[src/rtl/instr_fetch_unit_if.sv]
// Instruction-memory read port: word request/acknowledge handshake.
interface instr_fetch_unit_if;
    logic        imem_req;
    logic [31:0] imem_addr;
    logic        imem_ack;
    logic [31:0] imem_rdata;

    // Fetch unit drives the request and address and receives the data
    modport master (
        output imem_req,
        output imem_addr,
        input  imem_ack,
        input  imem_rdata
    );

    // Instruction memory answers the request
    modport slave (
        input  imem_req,
        input  imem_addr,
        output imem_ack,
        output imem_rdata
    );
endinterface

[src/rtl/instr_fetch_unit.sv]
// Fetch sequencer: owns the PC, fetches one instruction word per request,
// holds it for the decoder, and selects the next PC from jump/branch/zero.
module instr_fetch_unit #(
    parameter logic [31:0] RESET_PC = 32'h0000_0000
) (
    input  logic                      clk,
    input  logic                      rst_n,
    instr_fetch_unit_if.master        imem,
    input  logic                      jump,
    input  logic                      branch,
    input  logic                      zero,
    input  logic                      stall,
    output logic                      instr_valid,
    output logic [31:0]               instr,
    output logic [5:0]                opcode,
    output logic [31:0]               pc,
    output logic [31:0]               pc_plus4
);

    typedef enum logic [0:0] {
        FETCH = 1'b0,
        EXEC  = 1'b1
    } state_t;

    state_t      state_q, state_d;
    logic        req_q, req_d;
    logic [31:0] fetch_pc_q, fetch_pc_d;
    logic [31:0] instr_q, instr_d;
    logic [31:0] pc_q, pc_d;
    logic        valid_q, valid_d;
    logic [31:0] next_pc;
    logic [31:0] jump_target;
    logic [31:0] branch_target;

    assign imem.imem_req  = req_q;
    assign imem.imem_addr = fetch_pc_q;
    assign instr_valid    = valid_q;
    assign instr          = instr_q;
    assign opcode         = instr_q[31:26];
    assign pc             = pc_q;
    assign pc_plus4       = pc_q + 32'd4;

    assign jump_target   = {pc_plus4[31:28], instr_q[25:0], 2'b00};
    assign branch_target = pc_plus4 + {{14{instr_q[15]}}, instr_q[15:0], 2'b00};

    // Next-PC select: jump beats taken branch; decoder inputs only matter while an instruction is held
    always_comb begin
        next_pc = pc_plus4;
        if (valid_q) begin
            if (jump) begin
                next_pc = jump_target;
            end else if (branch && zero) begin
                next_pc = branch_target;
            end
        end
    end

    // Next-state and datapath update for the FETCH/EXEC sequencer
    always_comb begin
        state_d    = state_q;
        req_d      = req_q;
        fetch_pc_d = fetch_pc_q;
        instr_d    = instr_q;
        pc_d       = pc_q;
        valid_d    = valid_q;
        case (state_q)
            FETCH: begin
                // req stays low for the first cycle out of reset, so an ack then is ignored
                req_d = 1'b1;
                if (req_q && imem.imem_ack) begin
                    instr_d = imem.imem_rdata;
                    pc_d    = fetch_pc_q;
                    valid_d = 1'b1;
                    req_d   = 1'b0;
                    state_d = EXEC;
                end
            end
            EXEC: begin
                if (!stall) begin
                    valid_d    = 1'b0;
                    req_d      = 1'b1;
                    fetch_pc_d = next_pc;
                    state_d    = FETCH;
                end
            end
        endcase
    end

    // State and datapath registers
    always_ff @(posedge clk or negedge rst_n) begin
        if (!rst_n) begin
            state_q    <= FETCH;
            req_q      <= 1'b0;
            fetch_pc_q <= RESET_PC;
            instr_q    <= '0;
            pc_q       <= '0;
            valid_q    <= 1'b0;
        end else begin
            state_q    <= state_d;
            req_q      <= req_d;
            fetch_pc_q <= fetch_pc_d;
            instr_q    <= instr_d;
            pc_q       <= pc_d;
            valid_q    <= valid_d;
        end
    end

endmodule

[src/flat_wrapper.sv]
// flat-port wrapper written by rule: the top's interface ports become plain ports
module instr_fetch_unit_flat 
#(
    parameter logic [31:0] RESET_PC = 32'h0000_0000
)
  (clk, rst_n, jump, branch, zero, stall, instr_valid, instr, opcode, pc, pc_plus4, imem_imem_req, imem_imem_addr, imem_imem_ack, imem_imem_rdata);
  instr_fetch_unit_if imem_i ();
  input  logic clk;
  input  logic rst_n;
  input  logic jump;
  input  logic branch;
  input  logic zero;
  input  logic stall;
  output logic instr_valid;
  output logic [31:0] instr;
  output logic [5:0] opcode;
  output logic [31:0] pc;
  output logic [31:0] pc_plus4;
  output wire logic [$bits(imem_i.imem_req)-1:0] imem_imem_req;
  output wire logic [$bits(imem_i.imem_addr)-1:0] imem_imem_addr;
  input wire logic [$bits(imem_i.imem_ack)-1:0] imem_imem_ack;
  input wire logic [$bits(imem_i.imem_rdata)-1:0] imem_imem_rdata;
  assign imem_imem_req = imem_i.imem_req;
  assign imem_imem_addr = imem_i.imem_addr;
  assign imem_i.imem_ack = imem_imem_ack;
  assign imem_i.imem_rdata = imem_imem_rdata;
  instr_fetch_unit #(.RESET_PC(RESET_PC)) u_core (.clk(clk), .rst_n(rst_n), .imem(imem_i), .jump(jump), .branch(branch), .zero(zero), .stall(stall), .instr_valid(instr_valid), .instr(instr), .opcode(opcode), .pc(pc), .pc_plus4(pc_plus4));
endmodule
[config.mk]
export PLATFORM = sky130hd
export DESIGN_NAME = instr_fetch_unit_flat
export DESIGN_NICKNAME = d
export VERILOG_FILES = /design/src/rtl/instr_fetch_unit_if.sv /design/src/rtl/instr_fetch_unit.sv /design/src/flat_wrapper.sv
export SDC_FILE = /design/constraint.sdc
export NUM_CORES = 1
export LEC_CHECK = 0
export ABC_AREA = 1
export CAP_MARGIN = 20
export CORE_MARGIN = 3
export CORE_UTILIZATION = 53
export CTS_CLUSTER_SIZE = 24
export DETAILED_ROUTE_END_ITERATION = 16
export GPL_TIMING_DRIVEN = 0
export PLACE_DENSITY = 0.88
export SLEW_MARGIN = 20
export SYNTH_ARGS = -nofsm -noshare
export SYNTH_HDL_FRONTEND = slang
export SYNTH_SLANG_ARGS = --single-unit
[constraint.sdc]
create_clock -name clk -period 4.5 [get_ports clk]
set_clock_uncertainty 0.15 [all_clocks]
set_input_delay 0.9 -clock clk [delete_from_list [all_inputs] [get_ports clk]]
set_output_delay 0.9 -clock clk [all_outputs]
set_load 0.005 [all_outputs]
== Yosys cells after proc, flatten, opt, wreduce, memory -nomap -nowiden ==
Index checks and enable logic that the tools add are counted.

* Flip-flop bits (word level): 99
* Word-level logic and storage cells: 29
* Input port bits: 39
* Output and inout port bits: 136

* Bitwise gates (word level): 2
* Mux-type cells: 12
* Reductions and logical operators: 5
* Eq/ne operators: 2
* $add $sub $neg: 2

{| class="wikitable"
|+ Operator list
! kind !! number
|-
| 32-bit two-way mux || 3
|-
| 32-bit by 3-bit adder with 32-bit output (second input constant) || 1
|-
| 32-bit adder || 1
|-
| 1-bit two-way mux || 6
|-
| 1-bit case mux with 2 select lines || 3
|-
| 2-bit AND reduction || 3
|-
| 1-bit logical AND || 2
|-
| 2-bit by 1-bit != test with 1-bit output (second input constant) || 1
|-
| 2-bit != test (second input constant) || 1
|-
| 1-bit inverter || 2
|}

== Depth between registers and ports, before layout ==
Gate-level depths: netlist (run 1).

* Word-level depth: 5
* Depth in mapped cells: 22
* Mapped depth without buffers: 22

== Least setup slack after synthesis (run 1) ==
OpenSTA, ideal clock, no wires.

* Kind: flip-flop to flip-flop
* From: reg u_core.pc_q[3], in the netlist u_core.pc[3]
* To: reg u_core.fetch_pc_q[31], in the netlist u_core.imem.imem_addr[31]
* Data required time: 4.233 ns
* Setup time: 0.117 ns
* Path slack: 1.637 ns
* Period minus slack after synthesis: 2.863 ns
* Arrival time: 2.597 ns
* Buffers on the path: 0
* Cell stages (with the launch flop): 22
* Path through: dfrtp_1 > ha_1 > inv_1 > nor2_4 > nand2_1 > nor2_2 > nand2_1 > xor2_1 > inv_1 > ha_1 > nand2_1 > nor2_1 > and2_1 > nand2_1 > nand2_1 > nand2_1 > nand3_1 > inv_1 > nand2_1 > nand3_1 > nand2_1 > nand2_1

* Cells in the longest elaborated chain, start to end: 5

{| class="wikitable"
|+ RTL lines
! what !! RTL line !! RTL
|-
| from (decl) || instr_fetch_unit.sv:29 || <nowiki>logic [31:0] pc_q, pc_d;</nowiki>
|-
| from (signal assigned) || instr_fetch_unit.sv:103 || <nowiki>pc_q <= pc_d;</nowiki>
|-
| 32-bit by 3-bit adder with 32-bit output || instr_fetch_unit.sv:41 || <nowiki>assign pc_plus4 = pc_q + 32'd4;</nowiki>
|-
| via pc_plus4[12] || flat_wrapper.sv:18 || <nowiki>output logic [31:0] pc_plus4;</nowiki>
|-
| 32-bit adder || instr_fetch_unit.sv:44 || <nowiki>assign branch_target = pc_plus4 + {{14{instr_q[15]}}, instr_q[15:0], 2'b00};</nowiki>
|-
| 32-bit two-way mux || instr_fetch_unit.sv:52 || <nowiki>end else if (branch && zero) begin</nowiki>
|-
| 32-bit two-way mux || instr_fetch_unit.sv:50 || <nowiki>if (jump) begin</nowiki>
|-
| 32-bit two-way mux || instr_fetch_unit.sv:49 || <nowiki>if (valid_q) begin</nowiki>
|-
| to (signal assigned) || instr_fetch_unit.sv:101 || <nowiki>fetch_pc_q <= fetch_pc_d;</nowiki>
|-
| to (decl) || instr_fetch_unit.sv:27 || <nowiki>logic [31:0] fetch_pc_q, fetch_pc_d;</nowiki>
|}

The timed path passes the listed nets, and every way through them passes these cells.
A chain may end at the register's enable or synchronous reset.

== Worst setup path in the final report (run 1) ==
* From: reg u_core.pc_q[7], in the netlist u_core.pc[7]
* To: out pc_plus4[19]

* Cells in the longest elaborated chain, start to end: 1

{| class="wikitable"
|+ RTL lines
! what !! RTL line
|-
| 32-bit by 3-bit adder with 32-bit output || instr_fetch_unit.sv:41
|-
| to (decl) || flat_wrapper.sv:18
|}

Every way passes these cells.

==> impl_metrics.csv, run 1 <==
group,metric,value,unit
setup_path,crit_path_max_fanout,5,
timing,max_freq,253,MHz
final_layout,final_common_cell,"nand2_1",
global_routing,grt_pass1_wl,41200,um
route,wl_met2,12600,um
route,route.detailed.wl_per_inst,19.0,um
clocking,cts_max_level,3,
setup_path,worstSetupPathType,"flip-flop to primary output",
timing,final.period_utilization,87.9,%
power,p_per_area,853,nW/um2
synth,ys_seq_area_share,34.0,%
clocking,cts_tree,"yes",
global_routing,grt_max_degree,63,
power,comb_power_share,67.4,%
synth,yosysWarnings,0,
route,dr_total_vias,7940,
route,drt_iter0_drc,793,
timing,rsz0062_at_grt,"no",
clocking,clock-sinks,99,
power,switchingPower,4.06,mW
setup_path,crit_chain,"nand2_1 > nor2_1 > nand2_1 > nor2_8 > nand2_1 > xnor2_1 > clkdlybuf4s50_1",
timing,finalHoldViolCount,0,
final_layout,drive_gt1_share,6.38,%
clocking,numCtsBuffers,9,
clocking,cts_hold_buf,0,
setup_path,required,3.45,ns
timing,worst_pin_slew,1.00,ns
global_routing,overflow,0,
final_layout,n_antenna_cell,0,
timing,fin_hold_ws,0.298,ns
route,highest_layer,"met4",
place,placed_area,9280,um2
setup_path,startpoint,"u_core.pc[7]$_DFFE_PN0P_",
setup_path,worst_ep_arrival_time,2.90,ns
timing,setup_ws,0.546,ns
final_layout,area_growth,31.7,%
clocking,cts_setup_buffers,0,
power,p_sw_share,49.6,%
synth,synth_edf_count,0,
route,totalWireLength,27200,um
setup_path,reg2reg_depth,21,
setup_path,r2r-start,"u_core.pc[3]$_DFFE_PN0P_",
synth,ys.flop_type,"dfrtp_1",
route,m1WireLength,11200,um
power,leakagePower,4.69,nW
status,status,"finished, final reports clean",
route,first_pass_iters,6,
run,max_cap_violations,0,
floorplan,die_w,123,um
synth,synthDistinctLibCells,47,
place,hpwl,21600,um
clocking,clk_pin_slew,0.07,ns
setup_path,start_kind,"flip-flop",
route,route.detailed.drc,0,
clocking,cts_root_buffer,"clkbuf_16",
synth,synthArstFlopShare,100,%
floorplan,rows,42,
power,ir_drop,0.544,mV
floorplan,die_y,123,um
synth,synth_area,7290,um2
floorplan,die-area,15200,um2
place,portBuffers,174,
setup_path,worstSetupPathDepth,7,
clocking,cts_resized,0,
route,ant_nets,0,
route,met3_length,2450,um
setup_path,path_buf_inv,1,
synth,syn-num-nets,1139,
power,p_int,4.13,mW
global_routing,grt_usage,36.2,%
setup_path,cp_top_family,"simple AND/OR/NAND/NOR gates",
final_layout,final_cell_area,9600,um2
timing,setup_violations,0,
timing,slew_headroom,33.3,%
timing,setup-tns-final,0,ns
final_layout,layout.nets,1325,
synth,postSynthAreaPerCell,6.86,um2
floorplan,initial_core_util,54.6,%
synth,syn_inst,1063,
setup_path,end_kind,"primary output",
setup_path,cpPeakStageDelay,0.65,ns
global_routing,grt_pass1_vias,7579,
power,power,8.19,mW
place,gp_congestion,0.974,
setup_path,cpMostUsedCell,"nand2_1",
clocking,clock_tree.buffer_depth,2,
power,seqPwrFrac,22.4,%
route,via_per_inst,5.55,
clocking,insertion_delay,0.36,ns
synth,synth_seq_cells,99,
global_routing,antenna_found_initial,0,
power,p_clk_share,10.3,%
place,dp_worst_setup_slack,0.722,ns
floorplan,coreArea,13300,um2
min_path,hold_class,"input pin to asynchronous set/reset pin",
final_layout,final_cell_mix,"nand2_1 (277), clkdlybuf4s50_1 (173), inv_1 (170)",
setup_path,regToRegSetupSlack,0.60,ns
timing,fin_crit,3.95,ns
timing,slew_violations,0,
floorplan,io_pins,175,
setup_path,slowest_stage,"xnor2_1",
-- flip-flops by register name, indices dropped and copies added (netlist names) --
register               count
u_core.state_q             1
u_core.imem.imem_req       1
u_core.instr              32
u_core.pc                 32
u_core.imem.imem_addr     32
u_core.instr_valid         1
-- power groups by stage --
stage               registers [mW]  logic (mW)  clock network, mW
floorplan                     1.73        3.05                  0
global placement              1.81        5.32                  0
detailed placement            1.82        5.40                  0
CTS                           1.81        5.44              0.847
global route                  1.88        6.05              0.878
finish                        1.83        5.51              0.841
-- cells in the mapped netlist (3+ instances only) --
library cell | number | area [um2]
buf_4 | 8 | 60.1
o221ai_1 | 4 | 35.0
o21bai_1 | 7 | 52.6
o21ai_1 | 7 | 35.0
mux2_2 | 18 | 203
nor2_1 | 106 | 398
or2_2 | 3 | 18.8
nor3_1 | 9 | 45.0
nor2_2 | 4 | 25.0
xor2_1 | 14 | 123
ha_1 | 36 | 450
clkbuf_1 | 18 | 67.6
and2_1 | 4 | 25.0
o22ai_1 | 3 | 18.8
a21oi_1 | 87 | 435
dfrtp_1 | 99 | 2480
nand3b_1 | 5 | 37.5
nand2_2 | 8 | 50.1
inv_1 | 170 | 638
nand4_1 | 8 | 50.1
nand3_1 | 67 | 335
xnor2_1 | 3 | 26.3
nor2_4 | 5 | 56.3
a31oi_1 | 3 | 18.8
nor3_2 | 3 | 30.0
nand2_1 | 277 | 1040
buf_1 | 5 | 18.8
o21ai_0 | 56 | 280
-- cell families after synthesis --
logic type	share of synthesized area (%)
AOI/OAI and AO/OA	13.3
and+or+nand+nor	30.2
adders and majority gates	6.45
xor gates and xnor gates	2.27
buffers and inverters	11.1
DFF	34.0
muxes	2.78
-- worst register-to-register path, stage by stage, from the launching register on --
cell,delay [ns]
dfrtp_1,0.45
ha_1,0.32
inv_1,0.14
nor2_4,0.20
nand2_1,0.12
nor2_2,0.24
nand2_1,0.10
xor2_1,0.30
inv_1,0.11
ha_1,0.39
nand2_1,0.14
nor2_1,0.22
and2_1,0.16
nand2_1,0.07
nand2_1,0.15
nand2_1,0.08
nand3_1,0.16
inv_1,0.07
nand2_1,0.06
nand3_1,0.06
nand2_1,0.07
nand2_1,0.05
-- final cells by class --
cell class / count / area (um2)
Multi-Input combinational cell: 758 / 4010
Fill cell: 1115 / 3750
Sequential cell: 99 / 2480
Timing Repair Buffer: 175 / 1770
Inverter: 173 / 649
Clock buffer: 11 / 253
Tap cell: 176 / 220
Buffer: 33 / 156
Clock inverter: 5 / 66.3
-- worst paths after layout --
| check | to |
|---|---|
| hold / removal | u_core.imem.imem_addr[29]$_DFFE_PN0P_ |
| min in group clk | u_core.imem.imem_addr[30]$_DFFE_PN0P_ |
| hold reg to reg | u_core.imem.imem_addr[30]$_DFFE_PN0P_ |
| max in group asynchronous | u_core.imem.imem_addr[18]$_DFFE_PN0P_ |
| setup reg to reg | u_core.imem.imem_addr[31]$_DFFE_PN0P_ |
| setup / recovery | pc_plus4[19] |
-- metal layers --
layer,vias up,track usage [%]
li1,3767,-
met1,3699,48.3
met2,413,57.0
met3,61,8.69
met4,0,14.3
met5,-,0
-- metrics by stage --
step,std cells,utilization [%]
6_report,1430,71.9
5_1_grt,1430,71.9
4_1_cts,1430,71.9
3_5_place_dp,1414,69.5
3_3_place_gp,1413,69.3
2_1_floorplan,1063,-
(Power assumes the default switching activity.)
==> run 2, diff against run 1 <==
--- a/config.mk
+++ b/config.mk
@@ -12,6 +12,7 @@
 export CTS_CLUSTER_SIZE = 24
 export DETAILED_ROUTE_END_ITERATION = 16
 export GPL_TIMING_DRIVEN = 0
+export MAX_ROUTING_LAYER = met4
 export PLACE_DENSITY = 0.88
 export SLEW_MARGIN = 20
 export SYNTH_ARGS = -nofsm -noshare
==> run 2 against run 1 <==
Net effect:
- fmax fell by 1.8%
- clock-buffer cell count shrank 2
- routed wire length grew 3.1%
- critical path type unchanged
- highest routed layer unchanged
==> impl_metrics.csv, run 2 (synthesis gave the netlist of run 1 again) <==
group,metric,value,unit
status,status,"finished, final reports clean",
power,ir_drop,0.611,mV
setup_path,slowest_stage,"xnor2_1",
final_layout,instances_no_fill,1429,
timing,slew_headroom,34.6,%
setup_path,start_kind,"flip-flop",
clocking,cts_root_buffer,"clkbuf_16",
setup_path,crit_chain,"nand2_1 > nor2_1 > nand2_1 > nor2_8 > nand2_1 > xnor2_1 > clkdlybuf4s50_1",
setup_path,cpPeakStageDelay,0.68,ns
power,power,8.31,mW
global_routing,grt_pass1_wl,42600,um
floorplan,die_y,123,um
place,portBuffers,174,
timing,final.period_utilization,89.5,%
floorplan,initial_core_util,54.6,%
route,via_per_inst,5.70,
place,gp_congestion,1.02,
setup_path,worst_ep_arrival_time,2.98,ns
route,drt_iter0_drc,998,
clocking,cts_tree,"yes",
global_routing,use_met2,58.9,%
timing,rsz0062_at_grt,"no",
final_layout,n_antenna_cell,0,
setup_path,end_kind,"primary output",
global_routing,busiest_layer,"met2",
route,ant_nets,0,
timing,fin_crit,4.03,ns
global_routing,antenna_found_initial,0,
clocking,clock-sinks,99,
route,totalWireLength,28000,um
route,dr_total_vias,8143,
final_layout,final_common_cell,"nand2_1",
global_routing,grt_max_degree,82,
final_layout,drive_gt1_share,6.30,%
timing,setup-tns-final,0,ns
place,placed_area,9280,um2
timing,max_freq,248,MHz
min_path,hold_class,"input pin to asynchronous set/reset pin",
global_routing,use_met3,7.46,%
timing,worst_pin_slew,0.981,ns
final_layout,final_cell_mix,"nand2_1 (277), clkdlybuf4s50_1 (173), inv_1 (170)",
power,p_per_area,865,nW/um2
setup_path,cpMostUsedCell,"nand2_1",
global_routing,overflow,0,
clocking,clock_tree.buffer_depth,2,
place,hpwl,21900,um
place,dp_cells,1414,
timing,finalHoldViolCount,0,
clocking,clk_pin_slew,0.07,ns
clocking,cts_max_level,3,
run,max_cap_violations,0,
route,route.detailed.wl_per_inst,19.6,um
clocking,cts_hold_buf,0,
setup_path,crit_path_max_fanout,5,
final_layout,final_util,71.9,%
timing,slew_violations,0,
floorplan,io_pins,175,
floorplan,die-area,15200,um2
clocking,numCtsBuffers,9,
clocking,insertion_delay,0.36,ns
power,leakagePower,4.69,nW
global_routing,grt_pass1_vias,7764,
route,route.detailed.drc,0,
floorplan,die_w,123,um
global_routing,grt_usage,38.3,%
timing,setup_violations,0,
setup_path,required,3.45,ns
floorplan,coreArea,13300,um2
floorplan,rows,42,
setup_path,worstSetupPathType,"flip-flop to primary output",
clocking,cts_setup_buffers,0,
route,first_pass_iters,6,
final_layout,final_cell_area,9600,um2
clocking,cts_resized,0,
global_routing,use_met1,50.0,%
final_layout,layout.nets,1325,
final_layout,area_growth,31.7,%
run 2: cell count changes in the layout (fill, tap and decap cells not counted):
cell and change:
bufinv_16 +1, clkbuf_8 -2, clkinv_4 -1, inv_6 +1
run 2: layer usage:
layer	wire length, um	vias up
met5	0	-
met1	10900	3795
li1	-	3761
met4	1140	0
met2	13000	505
met3	2980	82
run 2: worst max-delay path, delay by kind of cell (launching register included):
family	cells	cell delay, ns
xor+xnor	1	0.68
simple gates	5	0.81
buf+inv	1	0.65
flops	1	0.47
run 2: final timing paths:
path | slack [ns] | startpoint | cells past startpoint | endpoint
max in group asynchronous | 3.26 | rst_n | 2 | u_core.imem.imem_addr[23]$_DFFE_PN0P_
worst max-delay path | 0.47 | u_core.pc[10]$_DFFE_PN0P_ | 7 | pc_plus4[19]
worst min register to register | 0.38 | u_core.imem.imem_addr[30]$_DFFE_PN0P_ | 2 | u_core.imem.imem_addr[30]$_DFFE_PN0P_
worst max register to register | 0.49 | u_core.pc[3]$_DFFE_PN0P_ | 21 | u_core.imem.imem_addr[31]$_DFFE_PN0P_
min in group clk | 0.38 | u_core.imem.imem_addr[30]$_DFFE_PN0P_ | 2 | u_core.imem.imem_addr[30]$_DFFE_PN0P_
worst min-delay path | 0.24 | rst_n | 1 | u_core.instr[12]$_DFFE_PN0P_
run 2: area by class of cell:
| type | instances | area (um2) |
|---|---|---|
| clock buffer | 9 | 225 |
| timing repair buffer | 175 | 1770 |
| fill | 1117 | 3750 |
| clock inverter | 6 | 96.3 |
| multi-input combinational | 758 | 4010 |
| buffer | 33 | 156 |
| inverter | 173 | 649 |
| tap | 176 | 220 |
| sequential | 99 | 2480 |
run 2: per-stage QoR:
step | hold WS [ns] | setup WS (ns)
floorplan | 0.334 | 1.64
global placement | 0.341 | -1.45
detailed placement | 0.354 | 0.739
CTS | 0.236 | 0.618
global route | 0.237 | 0.292
finish | 0.237 | 0.473
run 2: where the power goes:
| group | leakage [nW] | internal (mW) | switching, mW | total (mW) |
|---|---|---|---|---|
| logic | 3.38 | 2.35 | 3.23 | 5.58 |
| clock network | 0.154 | 0.493 | 0.388 | 0.882 |
| registers | 1.15 | 1.31 | 0.535 | 1.85 |
==> run 3, diff against run 2 <==
--- a/config.mk
+++ b/config.mk
@@ -8,12 +8,12 @@
 export ABC_AREA = 1
 export CAP_MARGIN = 20
 export CORE_MARGIN = 3
-export CORE_UTILIZATION = 53
+export CORE_UTILIZATION = 55
 export CTS_CLUSTER_SIZE = 24
 export DETAILED_ROUTE_END_ITERATION = 16
 export GPL_TIMING_DRIVEN = 0
 export MAX_ROUTING_LAYER = met4
-export PLACE_DENSITY = 0.88
+export PLACE_DENSITY = 0.9
 export SLEW_MARGIN = 20
 export SYNTH_ARGS = -nofsm -noshare
 export SYNTH_HDL_FRONTEND = slang
==> run 3 against run 2 <==
Net effect:
- critical path type unchanged
- first-iteration DRC count down 16%
- critical path depth unchanged
- sequential share of layout area up 0.061 points
==> impl_metrics.csv, run 3 (synthesis gave the netlist of run 1 again) <==
group,metric,value,unit
place,dp_cells,1410,
floorplan,die_w,121,um
setup_path,r2r-start,"u_core.pc[3]$_DFFE_PN0P_",
clocking,cts_resized,0,
global_routing,use_met2,61.4,%
run,max_cap_violations,0,
clocking,cts_setup_buffers,0,
setup_path,cpPeakStageDelay,0.64,ns
global_routing,grt_pass1_wl,43700,um
final_layout,drive_gt1_share,6.38,%
route,route.detailed.wl_per_inst,19.9,um
setup_path,reg2reg_depth,21,
timing,slew_violations,0,
clocking,cts_root_buffer,"clkbuf_16",
setup_path,crit_chain,"nand2_1 > nor2_1 > nand2_1 > nor2_8 > nand2_1 > xnor2_1 > clkdlybuf4s50_1",
final_layout,final_cell_mix,"nand2_1 (277), clkdlybuf4s50_1 (173), inv_1 (170)",
route,first_pass_iters,5,
timing,setup_ws,0.435,ns
timing,max_freq,246,MHz
route,dr_total_vias,8238,
setup_path,rr_endpoint,"u_core.imem.imem_addr[31]$_DFFE_PN0P_",
floorplan,rows,41,
route,ant_nets,0,
min_path,hold_class,"input pin to asynchronous set/reset pin",
floorplan,io_pins,175,
timing,setup_violations,0,
global_routing,grt_usage,40.1,%
global_routing,grt_pass1_vias,8094,
global_routing,busiest_layer,"met2",
clocking,clock-sinks,99,
setup_path,cpMostUsedCell,"nand2_1",
timing,setup-tns-final,0,ns
setup_path,slowest_stage,"xnor2_1",
final_layout,instances_no_fill,1426,
setup_path,start_kind,"flip-flop",
clocking,cts_tree,"yes",
final_layout,area_growth,31.4,%
clocking,cts_hold_buf,0,
timing,worst_pin_slew,0.998,ns
timing,slew_headroom,33.5,%
clocking,cts_max_level,3,
setup_path,required,3.45,ns
setup_path,regToRegSetupSlack,0.58,ns
timing,rsz0062_at_grt,"no",
setup_path,end_kind,"primary output",
final_layout,final_common_cell,"nand2_1",
clocking,insertion_delay,0.36,ns
clocking,clock_tree.buffer_depth,2,
route,drt_iter0_drc,839,
clocking,clk_pin_slew,0.08,ns
global_routing,use_met3,8.62,%
final_layout,n_fill_cell,979,
global_routing,grt_max_degree,63,
place,hpwl,22300,um
setup_path,worst_ep_arrival_time,3.01,ns
global_routing,use_met1,49.8,%
final_layout,final_cell_area,9580,um2
global_routing,overflow,0,
final_layout,final_util,75.0,%
power,p_per_area,861,nW/um2
final_layout,layout.nets,1325,
floorplan,die-area,14700,um2
power,ir_drop,0.689,mV
place,portBuffers,174,
route,via_per_inst,5.78,
timing,fin_hold_ws,0.280,ns
place,placed_area,9280,um2
timing,finalHoldViolCount,0,
power,power,8.24,mW
status,status,"finished, final reports clean",
place,gp_congestion,0.987,
setup_path,worstSetupPathType,"flip-flop to primary output",
timing,final.period_utilization,90.3,%
route,totalWireLength,28400,um
timing,fin_crit,4.06,ns
setup_path,crit_path_max_fanout,5,
floorplan,coreArea,12800,um2
final_layout,n_antenna_cell,0,
power,leakagePower,4.68,nW
floorplan,die_y,121,um
route,route.detailed.drc,0,
floorplan,initial_core_util,57.1,%
global_routing,antenna_found_initial,0,
clocking,numCtsBuffers,9,
place,dp_worst_setup_slack,0.717,ns
-- run 3: cell types whose count changed in the layout (fill, tap and decap cells not counted), sizes merged --
cell,change
inv,+1
bufinv,-2
clkinv,+3
clkinvlp,-1
-- run 3: where the power goes --
part	internal, mW	switching, mW	total, mW
combinational	2.35	3.23	5.58
clock	0.397	0.417	0.814
sequential	1.31	0.539	1.85
total	4.05	4.19	8.24
-- run 3: metal layers --
| metal | part of all wire [%] | vias up |
|---|---|---|
| met5 | 0 | - |
| met4 | 5.7 | 0 |
| met3 | 10 | 115 |
| met2 | 45 | 561 |
| met1 | 39 | 3804 |
| li1 | - | 3758 |
-- run 3: layout make-up --
type	count	area (um2)	share of cell area (%)
buffer	33	156	1.63
clock buffer	9	225	2.35
clock inverter	7	78.8	0.823
inverter	173	649	6.78
multi-input combinational	758	4010	41.8
sequential	99	2480	25.9
tap	172	215	2.25
timing repair buffer	175	1770	18.5
-- run 3: how the worst max path moves through the flow --
| stage | from | slack (ns) | end | cells after the start |
|---|---|---|---|---|
| floorplan | u_core.pc[3]$_DFFE_PN0P_ | 1.64 | u_core.imem.imem_addr[31]$_DFFE_PN0P_ | 21 |
| global placement | rst_n | -1.35 | u_core.pc[25]$_DFFE_PN0P_ | 1 |
| detailed placement | u_core.pc[3]$_DFFE_PN0P_ | 0.72 | u_core.imem.imem_addr[31]$_DFFE_PN0P_ | 21 |
| CTS | u_core.pc[10]$_DFFE_PN0P_ | 0.58 | pc_plus4[19] | 7 |
| global route | u_core.pc[3]$_DFFE_PN0P_ | 0.29 | u_core.imem.imem_addr[31]$_DFFE_PN0P_ | 21 |
| finish | u_core.pc[10]$_DFFE_PN0P_ | 0.44 | pc_plus4[19] | 7 |
-- run 3: critical path, delay by kind of cell, from the launching register on --
kind / cells / cell delay (ns)
and+or+nand+nor: 5 / 0.89
buffers and inverters: 1 / 0.64
xor gates and xnor gates: 1 / 0.64
DFF: 1 / 0.48
